[config.mk]
export PLATFORM = sky130hd
export DESIGN_NAME = board_key_conditioner
export DESIGN_NICKNAME = d
export VERILOG_FILES = /design/src/rtl/board_io_pkg.sv /design/src/rtl/key_channel.sv /design/src/rtl/board_key_conditioner.sv
export SDC_FILE = /design/constraint.sdc
export NUM_CORES = 1
export LEC_CHECK = 0
export BUFFER_PORTS_ARGS = -buffer_cell sky130_fd_sc_hd__buf_2
export CORE_ASPECT_RATIO = 1.2
export CORE_MARGIN = 5
export CORE_UTILIZATION = 35
export CTS_BUF_LIST = sky130_fd_sc_hd__clkbuf_4 sky130_fd_sc_hd__clkbuf_8 sky130_fd_sc_hd__clkbuf_16
export CTS_CLUSTER_SIZE = 30
export DETAILED_ROUTE_END_ITERATION = 7
export PLACE_DENSITY = 0.5
export SYNTH_ARGS = -nofsm -noshare
export SYNTH_HDL_FRONTEND = slang
export SYNTH_SLANG_ARGS = --single-unit
[constraint.sdc]
create_clock -name clk_clk -period 10.1 [get_ports clk_clk]
set_clock_uncertainty 0.2 [all_clocks]
set_input_delay 2.02 -clock clk_clk [delete_from_list [all_inputs] [get_ports clk_clk]]
set_output_delay 2.02 -clock clk_clk [all_outputs]
set_load 0.02 [all_outputs]
[src/rtl/board_io_pkg.sv]
`default_nettype none
// ============================================================================
// Module      : board_io_pkg
// Description : Shared types and helper functions for the board input
//               conditioning logic (channel FSM states, width helpers).
// Revision    : 1.0 - initial release
// ============================================================================
package board_io_pkg;

  // Milliseconds per second, used to derive the 1 ms tick divider.
  localparam int MS_PER_S = 1000;

  // Per-channel press-tracking state.
  typedef enum logic [1:0] {
    RELEASED = 2'd0,
    PRESSED  = 2'd1,
    REPEAT   = 2'd2
  } ch_state_t;

  // Ceiling log2, never less than 1 so that counters always have a bit.
  function automatic int clog2_min1(input int value);
    int w;
    w = 0;
    for (int i = 0; i < 31; i++) begin
      if ((1 << i) < value) begin
        w = i + 1;
      end
    end
    return (w < 1) ? 1 : w;
  endfunction

  // Largest of three integers.
  function automatic int max3(input int a, input int b, input int c);
    int m;
    m = a;
    if (b > m) m = b;
    if (c > m) m = c;
    return m;
  endfunction

endpackage : board_io_pkg
`default_nettype wire

[src/rtl/key_channel.sv]
`default_nettype none
// ============================================================================
// Module      : key_channel
// Description : One input channel: synchroniser, tick-based debounce,
//               press/release edge pulses and long-press/auto-repeat FSM.
// Revision    : 1.0 - initial release
// ============================================================================
module key_channel
  import board_io_pkg::*;
#(
  parameter int SYNC_STAGES = 2,
  parameter int ACTIVE_LOW  = 1,
  parameter int DEBOUNCE_MS = 10,
  parameter int LONG_MS     = 1000,
  parameter int REPEAT_MS   = 200
) (
  input  logic clk,
  input  logic rst,
  input  logic i_tick,
  input  logic i_raw,
  output logic o_level,
  output logic o_press,
  output logic o_release,
  output logic o_long
);

  localparam int DB_W   = clog2_min1(DEBOUNCE_MS + 1);
  localparam int HOLD_W = clog2_min1(max3(LONG_MS, REPEAT_MS, 1) + 1);

  // Raw pin value when the key is not pressed.
  localparam logic c_IDLE_RAW = (ACTIVE_LOW != 0);

  localparam logic [DB_W-1:0]   c_DB_LAST   = DB_W'(DEBOUNCE_MS - 1);
  localparam logic [HOLD_W-1:0] c_LONG_LAST = HOLD_W'(LONG_MS - 1);
  localparam logic [HOLD_W-1:0] c_REP_LAST  = HOLD_W'(REPEAT_MS - 1);
  localparam logic              c_LONG_EN   = (LONG_MS > 0);
  localparam logic              c_REP_EN    = (REPEAT_MS > 0);

  logic [SYNC_STAGES-1:0] r_sync;
  logic                   w_s;
  logic [DB_W-1:0]        r_db_cnt;
  logic                   r_level;
  logic                   r_level_d;
  logic                   r_press;
  logic                   r_release;
  ch_state_t              r_state;
  ch_state_t              w_state_nxt;
  logic [HOLD_W-1:0]      r_hold;
  logic [HOLD_W-1:0]      w_hold_nxt;
  logic                   r_long;
  logic                   w_long_nxt;

  // Synchroniser chain; resets to the idle pin level so no false press appears.
  always_ff @(posedge clk or posedge rst) begin
    if (rst) begin
      r_sync <= {SYNC_STAGES{c_IDLE_RAW}};
    end else begin
      r_sync <= {r_sync[SYNC_STAGES-2:0], i_raw};
    end
  end

  // Polarity-normalised synchronised input: 1 means pressed.
  assign w_s = r_sync[SYNC_STAGES-1] ^ c_IDLE_RAW;

  // Debounce: the level flips only after DEBOUNCE_MS consecutive disagreeing ticks.
  always_ff @(posedge clk or posedge rst) begin
    if (rst) begin
      r_db_cnt <= '0;
      r_level  <= 1'b0;
    end else if (w_s == r_level) begin
      r_db_cnt <= '0;
    end else if (i_tick) begin
      if (r_db_cnt == c_DB_LAST) begin
        r_level  <= ~r_level;
        r_db_cnt <= '0;
      end else begin
        r_db_cnt <= r_db_cnt + DB_W'(1);
      end
    end
  end

  // Edge pulses registered one cycle after the debounced level changes.
  always_ff @(posedge clk or posedge rst) begin
    if (rst) begin
      r_level_d <= 1'b0;
      r_press   <= 1'b0;
      r_release <= 1'b0;
    end else begin
      r_level_d <= r_level;
      r_press   <= r_level & ~r_level_d;
      r_release <= ~r_level & r_level_d;
    end
  end

  // Hold-tracking FSM state, hold counter and registered long-press pulse.
  always_ff @(posedge clk or posedge rst) begin
    if (rst) begin
      r_state <= RELEASED;
      r_hold  <= '0;
      r_long  <= 1'b0;
    end else begin
      r_state <= w_state_nxt;
      r_hold  <= w_hold_nxt;
      r_long  <= w_long_nxt;
    end
  end

  // Next-state logic; a released level wins over any pulse due this cycle.
  always_comb begin
    w_state_nxt = r_state;
    w_hold_nxt  = r_hold;
    w_long_nxt  = 1'b0;
    if (!r_level) begin
      w_state_nxt = RELEASED;
      w_hold_nxt  = '0;
    end else begin
      unique case (r_state)
        RELEASED: begin
          w_state_nxt = PRESSED;
          w_hold_nxt  = '0;
        end
        PRESSED: begin
          if (c_LONG_EN && i_tick) begin
            if (r_hold == c_LONG_LAST) begin
              w_long_nxt  = 1'b1;
              w_hold_nxt  = '0;
              w_state_nxt = REPEAT;
            end else begin
              w_hold_nxt = r_hold + HOLD_W'(1);
            end
          end
        end
        REPEAT: begin
          if (c_REP_EN && i_tick) begin
            if (r_hold == c_REP_LAST) begin
              w_long_nxt = 1'b1;
              w_hold_nxt = '0;
            end else begin
              w_hold_nxt = r_hold + HOLD_W'(1);
            end
          end
        end
        default: begin
          w_state_nxt = RELEASED;
          w_hold_nxt  = '0;
        end
      endcase
    end
  end

  assign o_level   = r_level;
  assign o_press   = r_press;
  assign o_release = r_release;
  assign o_long    = r_long;

endmodule : key_channel
`default_nettype wire

[src/rtl/board_key_conditioner.sv]
`default_nettype none
// ============================================================================
// Module      : board_key_conditioner
// Description : NUM_CH-channel key/switch conditioner with a shared 1 ms
//               prescaler; exports level, press, release and long pulses.
// Revision    : 1.0 - initial release
// ============================================================================
module board_key_conditioner
  import board_io_pkg::*;
#(
  parameter int NUM_CH      = 4,
  parameter int CLK_HZ      = 50_000_000,
  parameter int SYNC_STAGES = 2,
  parameter int ACTIVE_LOW  = 1,
  parameter int DEBOUNCE_MS = 10,
  parameter int LONG_MS     = 1000,
  parameter int REPEAT_MS   = 200
) (
  input  logic              clk_clk,
  input  logic              reset_reset,
  input  logic [NUM_CH-1:0] key_raw,
  output logic [NUM_CH-1:0] key_level,
  output logic [NUM_CH-1:0] key_press,
  output logic [NUM_CH-1:0] key_release,
  output logic [NUM_CH-1:0] key_long,
  output logic              tick_ms
);

  // Cycles per millisecond; clamped so very slow clocks still tick every cycle.
  localparam int TICK_DIV = ((CLK_HZ / MS_PER_S) < 1) ? 1 : (CLK_HZ / MS_PER_S);
  localparam int PRE_W    = clog2_min1(TICK_DIV);
  localparam logic [PRE_W-1:0] c_PRE_LAST = PRE_W'(TICK_DIV - 1);

  logic [PRE_W-1:0] r_pre_cnt;
  logic             w_tick;

  assign w_tick  = (r_pre_cnt == c_PRE_LAST);
  assign tick_ms = w_tick;

  // Free-running prescaler 0..TICK_DIV-1 shared by every channel.
  always_ff @(posedge clk_clk or posedge reset_reset) begin
    if (reset_reset) begin
      r_pre_cnt <= '0;
    end else if (w_tick) begin
      r_pre_cnt <= '0;
    end else begin
      r_pre_cnt <= r_pre_cnt + PRE_W'(1);
    end
  end

  for (genvar gi = 0; gi < NUM_CH; gi++) begin : g_ch
    key_channel #(
      .SYNC_STAGES (SYNC_STAGES),
      .ACTIVE_LOW  (ACTIVE_LOW),
      .DEBOUNCE_MS (DEBOUNCE_MS),
      .LONG_MS     (LONG_MS),
      .REPEAT_MS   (REPEAT_MS)
    ) u_ch (
      .clk       (clk_clk),
      .rst       (reset_reset),
      .i_tick    (w_tick),
      .i_raw     (key_raw[gi]),
      .o_level   (key_level[gi]),
      .o_press   (key_press[gi]),
      .o_release (key_release[gi]),
      .o_long    (key_long[gi])
    );
  end : g_ch

endmodule : board_key_conditioner
`default_nettype wire
# Yosys cells after proc, flatten, opt, wreduce, memory -nomap -nowiden
# Cells that the tools add are included.
# word_totals
elab_cells	208
reg_bits	108
out_inout_bits	17
input_bits	6
# classes
muxes	77
bitwise	24
reduce_logical	20
add_sub_neg	9
n_eq_ne	41
# ops
operator	count
$mux W10	20
$pmux W10 S2	4
$mux W4	12
$add A10 B1 Y10 const B	4
$eq A10 B10 Y1 const B	4
$eq A10 B8 Y1 const B	4
$ne A3 B3 Y1 const B	12
$mux W2	12
$pmux W2 S3	4
$reduce_and A3 Y1	8
$mux W1	20
$add A16 B1 Y16 const B	1
$add A4 B1 Y4 const B	4
$eq A16 B16 Y1 const B	1
$eq A4 B4 Y1 const B	4
$mux W16	1
$not A1 Y1	16
$and A1 B1 Y1	8
$eq A2 B1 Y1 const B	4
$eq A2 B2 Y1 const B	4
$logic_not A2 Y1	4
$ne A2 B2 Y1 const B	4
$pmux W1 S2	4
$reduce_and A2 Y1	4
other kinds (2)	8

# Depth between registers and ports, before layout
# depth
depth_word	5
depth_mapped	8
ltp_nobuf	7

# Cells and area by module
# From an unflattened synthesis, not the netlist that was laid out.
# unflattened
cells_unflattened	563
hier_area_um2	5743.0
# modules_own_cells
module	cells_each	area_each_um2	instances	seq_area_each_um2
key_channel at g_ch[0].u_ch ...	122	1241.2	3	578.1
key_channel at g_ch[3].u_ch	129	1262.5	1	578.1
board_key_conditioner	68	757.0	1	400.4

# Worst setup path after synthesis
# OpenSTA, ideal clock, no wires.
# synth_path
path_kind	reg2out
startpoint	register r_pre_cnt[12]
endpoint	output tick_ms
arrival_ns	1.823
required_time_ns	7.880
path_stages_with_launch	4
n_path_buf	1
setup_slack_ns	6.057
cell_sequence	dfrtp_1 -> or4_4 -> nor4_2 -> clkbuf_1
# synth_between
elab_chain_cells	1
# synth_rtl
item	line_no	text
start: declaration	board_key_conditioner.sv:34	logic [PRE_W-1:0] r_pre_cnt;
start signal: assignment	board_key_conditioner.sv:47	r_pre_cnt <= r_pre_cnt + PRE_W'(1);
$eq A16 B16 Y1	board_key_conditioner.sv:37	assign w_tick = (r_pre_cnt == c_PRE_LAST);
end: declaration	board_key_conditioner.sv:26	output logic tick_ms
# Every way passes these cells.

# Worst setup path in the final report
# Ends and elaborated chain as after synthesis.

==> impl_results.md <==
* Outcome: finished clean
* Total power at 0.000814 W
* Largest net degree at the start of global routing at 66
* Initial Util at 36.0%
* Final Hold Viols at 0
* Clock root cell: clkbuf_16
* Die extent in x at 126 um
* Crit-path max FO at 16
* Syn Inst Count at 589
* CP max-delay cell: or4_4
* Setup WS post-layout at 5.76 ns
* Row count at 50
* Commonest non-fill, non-tap cells in the layout: dfrtp_1 (100), nand2_1 (77), o21ai_0 (51)
* Asr flop ratio synth at 100%
* Worst rel slew slack at 40.8%
* YS warnings at 0
* Reg clk slew, reported paths at 0.06 ns
* Critical path startpoint category: flip-flop
* Power Dens Cells at 131 nW/um^2
* Placement Setup Slack at 6.13 ns
* Iteration-0 DRC Markers at 285
* Post-Synthesis Cell Area at 5650 um^2
* Num CTS Buffers at 9
* Final setup fails at 0
* Area Overhead vs Synth at 9.82%
* DP Cell Count at 793
* WL/cell at 13.5 um
* Slew at the pin closest to its max-slew limit at 0.877 ns
* Number of global-route vias before repair at 4,002
* Post-CTS Resized at 0
* Router iterations before antenna repair at 4
* F_max at 230 MHz
* DRC at 0
* Sequential fraction of the synthesis area at 48.0%
* Reg2reg setup slack at 7.04 ns
* Post-Syn Area per Cell at 9.58 um^2
* # IOs at 23
* RSZ-0062 raised after global routing: no
* WP data arrival at 2.12 ns
* Finished Layout Cells at 809
* Clk_lat worst skew at 0.36 ns
* Post-route ant nets at 0
* Synth cell types at 54
* CTS Hold Buffers Added at 0
* Syn Nets at 624
* GRT Total Usage at 12.1%
* First-pass GRT wire length at 18.8 mm
* Share of cells above drive strength 1 at 10.8%
* Hold Path Origin: g_ch[1].u_ch.r_sync[0]
* GPL Wtd Cong at 0.775
* Post-CTS Repair Setup Buffers at 0
* LEAKAGE at 2.82 nW
* Via count at 4,152
* Worst VDD drop at 0.0820 mV
* Setup TNS at 0 ns
* Drt via density at 5.13
* Max_cap viols at 0
* Core region area at 15,700 um^2
* Min-delay worst type: reg2reg
* CTS tree: yes
* Crit path time final at 4.34 ns
* Cells along the critical path: or4_4 > nor4_4 > buf_4 > buf_2
* Clk sink count at 108
* Tcrit/Tclk final at 43.0%
* Initial antenna violation count at 0
* Total gr overflow at 0
* Most common cell after layout, fill and taps aside: dfrtp_1
* Die H at 149 um
* Critical Path RT at 7.88 ns
* H-tree Lvls at 3
* Max clock buf depth at 2
* EDFF count, synth at 0
* Count of state elements after synthesis at 108
* Post-DP HPWL at 7.46 mm
* N_diodes at 0
* # nets final at 631
* Routed Wire Length at 10.9 mm
* Crit path kind: reg2out
* Hold_ws at 0.156 ns
* Port bufs at 22
* Max incr delay on CP at 0.59 ns
* Worst R2R Start: g_ch[3].u_ch.r_hold[0]
* Die Footprint at 18,800 um^2
* Top FF cell, synth: dfrtp_1
* Crit path launch: r_pre_cnt[12]
* Final Max Slew Viols at 0
* Nature of the critical path endpoint: output pin
cells in the mapped netlist (all sizes together), types with 3 or more instances:
library cell	instances	area share [%]
dfrtp	100	44
nand2	77	5.1
o21ai	52	4.6
nor2	45	3.0
ha	29	6.4
nand3	24	2.1
nor3	24	2.1
inv	22	1.5
nor2b	21	2.3
a22o	20	3.1
a21oi	18	1.8
and3	18	2.0
buf	17	2.2
clkbuf	13	0.86
xor2	10	1.6
a31oi	9	1.0
dfstp	8	3.7
xnor2	8	1.2
a41oi	7	1.1
and2	7	0.78
mux2i	4	0.71
or4	4	0.66
a21boi	3	0.40
a311oi	3	0.47
a31o	3	0.47
nand4	3	0.33
nor4bb	3	0.53
o21a	3	0.40
or2	3	0.33
or3	3	0.33
stage by stage:
stage	cell area, um^2	util (%)
finish	6200	39.5
global placement	5890	37.5
detailed placement	5890	37.5
floorplan	5650	-
CTS	6200	39.5
global route	6200	39.5
routing by layer:
layer / track usage (%) / up-vias / share of wire (%)
met3: 2.08 / 16 / 2.4
met5: 0 / - / 0
met2: 19.9 / 42 / 48
met1: 15.5 / 2015 / 48
met4: 5.63 / 0 / 2.0
li1: - / 2079 / -
area by class of cell:
cell class / instances / area (um^2)
clock buffer: 14 / 275
multi-input combinational: 429 / 2690
timing repair buffer: 26 / 140
tap: 208 / 260
clock inverter: 2 / 35.0
sequential: 108 / 2710
inverter: 22 / 85.1
fill: 1513 / 9500
worst max-delay path: cells and delay by family, from the launching register on:
kind	cells	cell delay [ns]
DFF	1	0.42
and+or+nand+nor	2	0.87
buffers and inverters	2	0.48
where the power goes:
group	leakage [nW]	internal (W)	switching, W
logic	1.20	0.00000133	0.00000961
registers	1.47	0.000435	0.000000750
clock network	0.157	0.000214	0.000154
cells by family (layout without fill, tap and decap cells):
kind of cell               count (synthesis)  after routing  synth area share (%)
AOI/OAI and AO/OA                        128            128                  14.9
xor gates and xnor gates                  18             18                  2.79
adders and majority gates                 29             29                  6.43
buffers and inverters                     52             64                  4.54
DFF                                      108            108                  48.0
muxes                                      6              6                  1.11
and+or+nand+nor                          248            248                  22.2
worst paths after layout:
check,cells after the start,to
max,4,tick_ms
min,0,g_ch[1].u_ch.r_sync[1]
max reg2reg,6,g_ch[3].u_ch.r_hold[7]
min reg2reg,0,g_ch[1].u_ch.r_sync[1]
max in group asynchronous,3,r_pre_cnt[5]
min in group asynchronous,2,g_ch[0].u_ch.r_hold[6]
flip-flops by register name (all words and copies together), names as in the netlist:
name / cells
g_ch.u_ch.o_level: 4
g_ch.u_ch.o_press: 4
g_ch.u_ch.o_release: 4
g_ch.u_ch.r_level_d: 4
g_ch.u_ch.r_state: 8
g_ch.u_ch.r_hold: 40
r_pre_cnt: 16
g_ch.u_ch.r_sync: 8
g_ch.u_ch.o_long: 4
g_ch.u_ch.r_db_cnt: 16
Note: power is estimated with default switching activity, not from simulation.
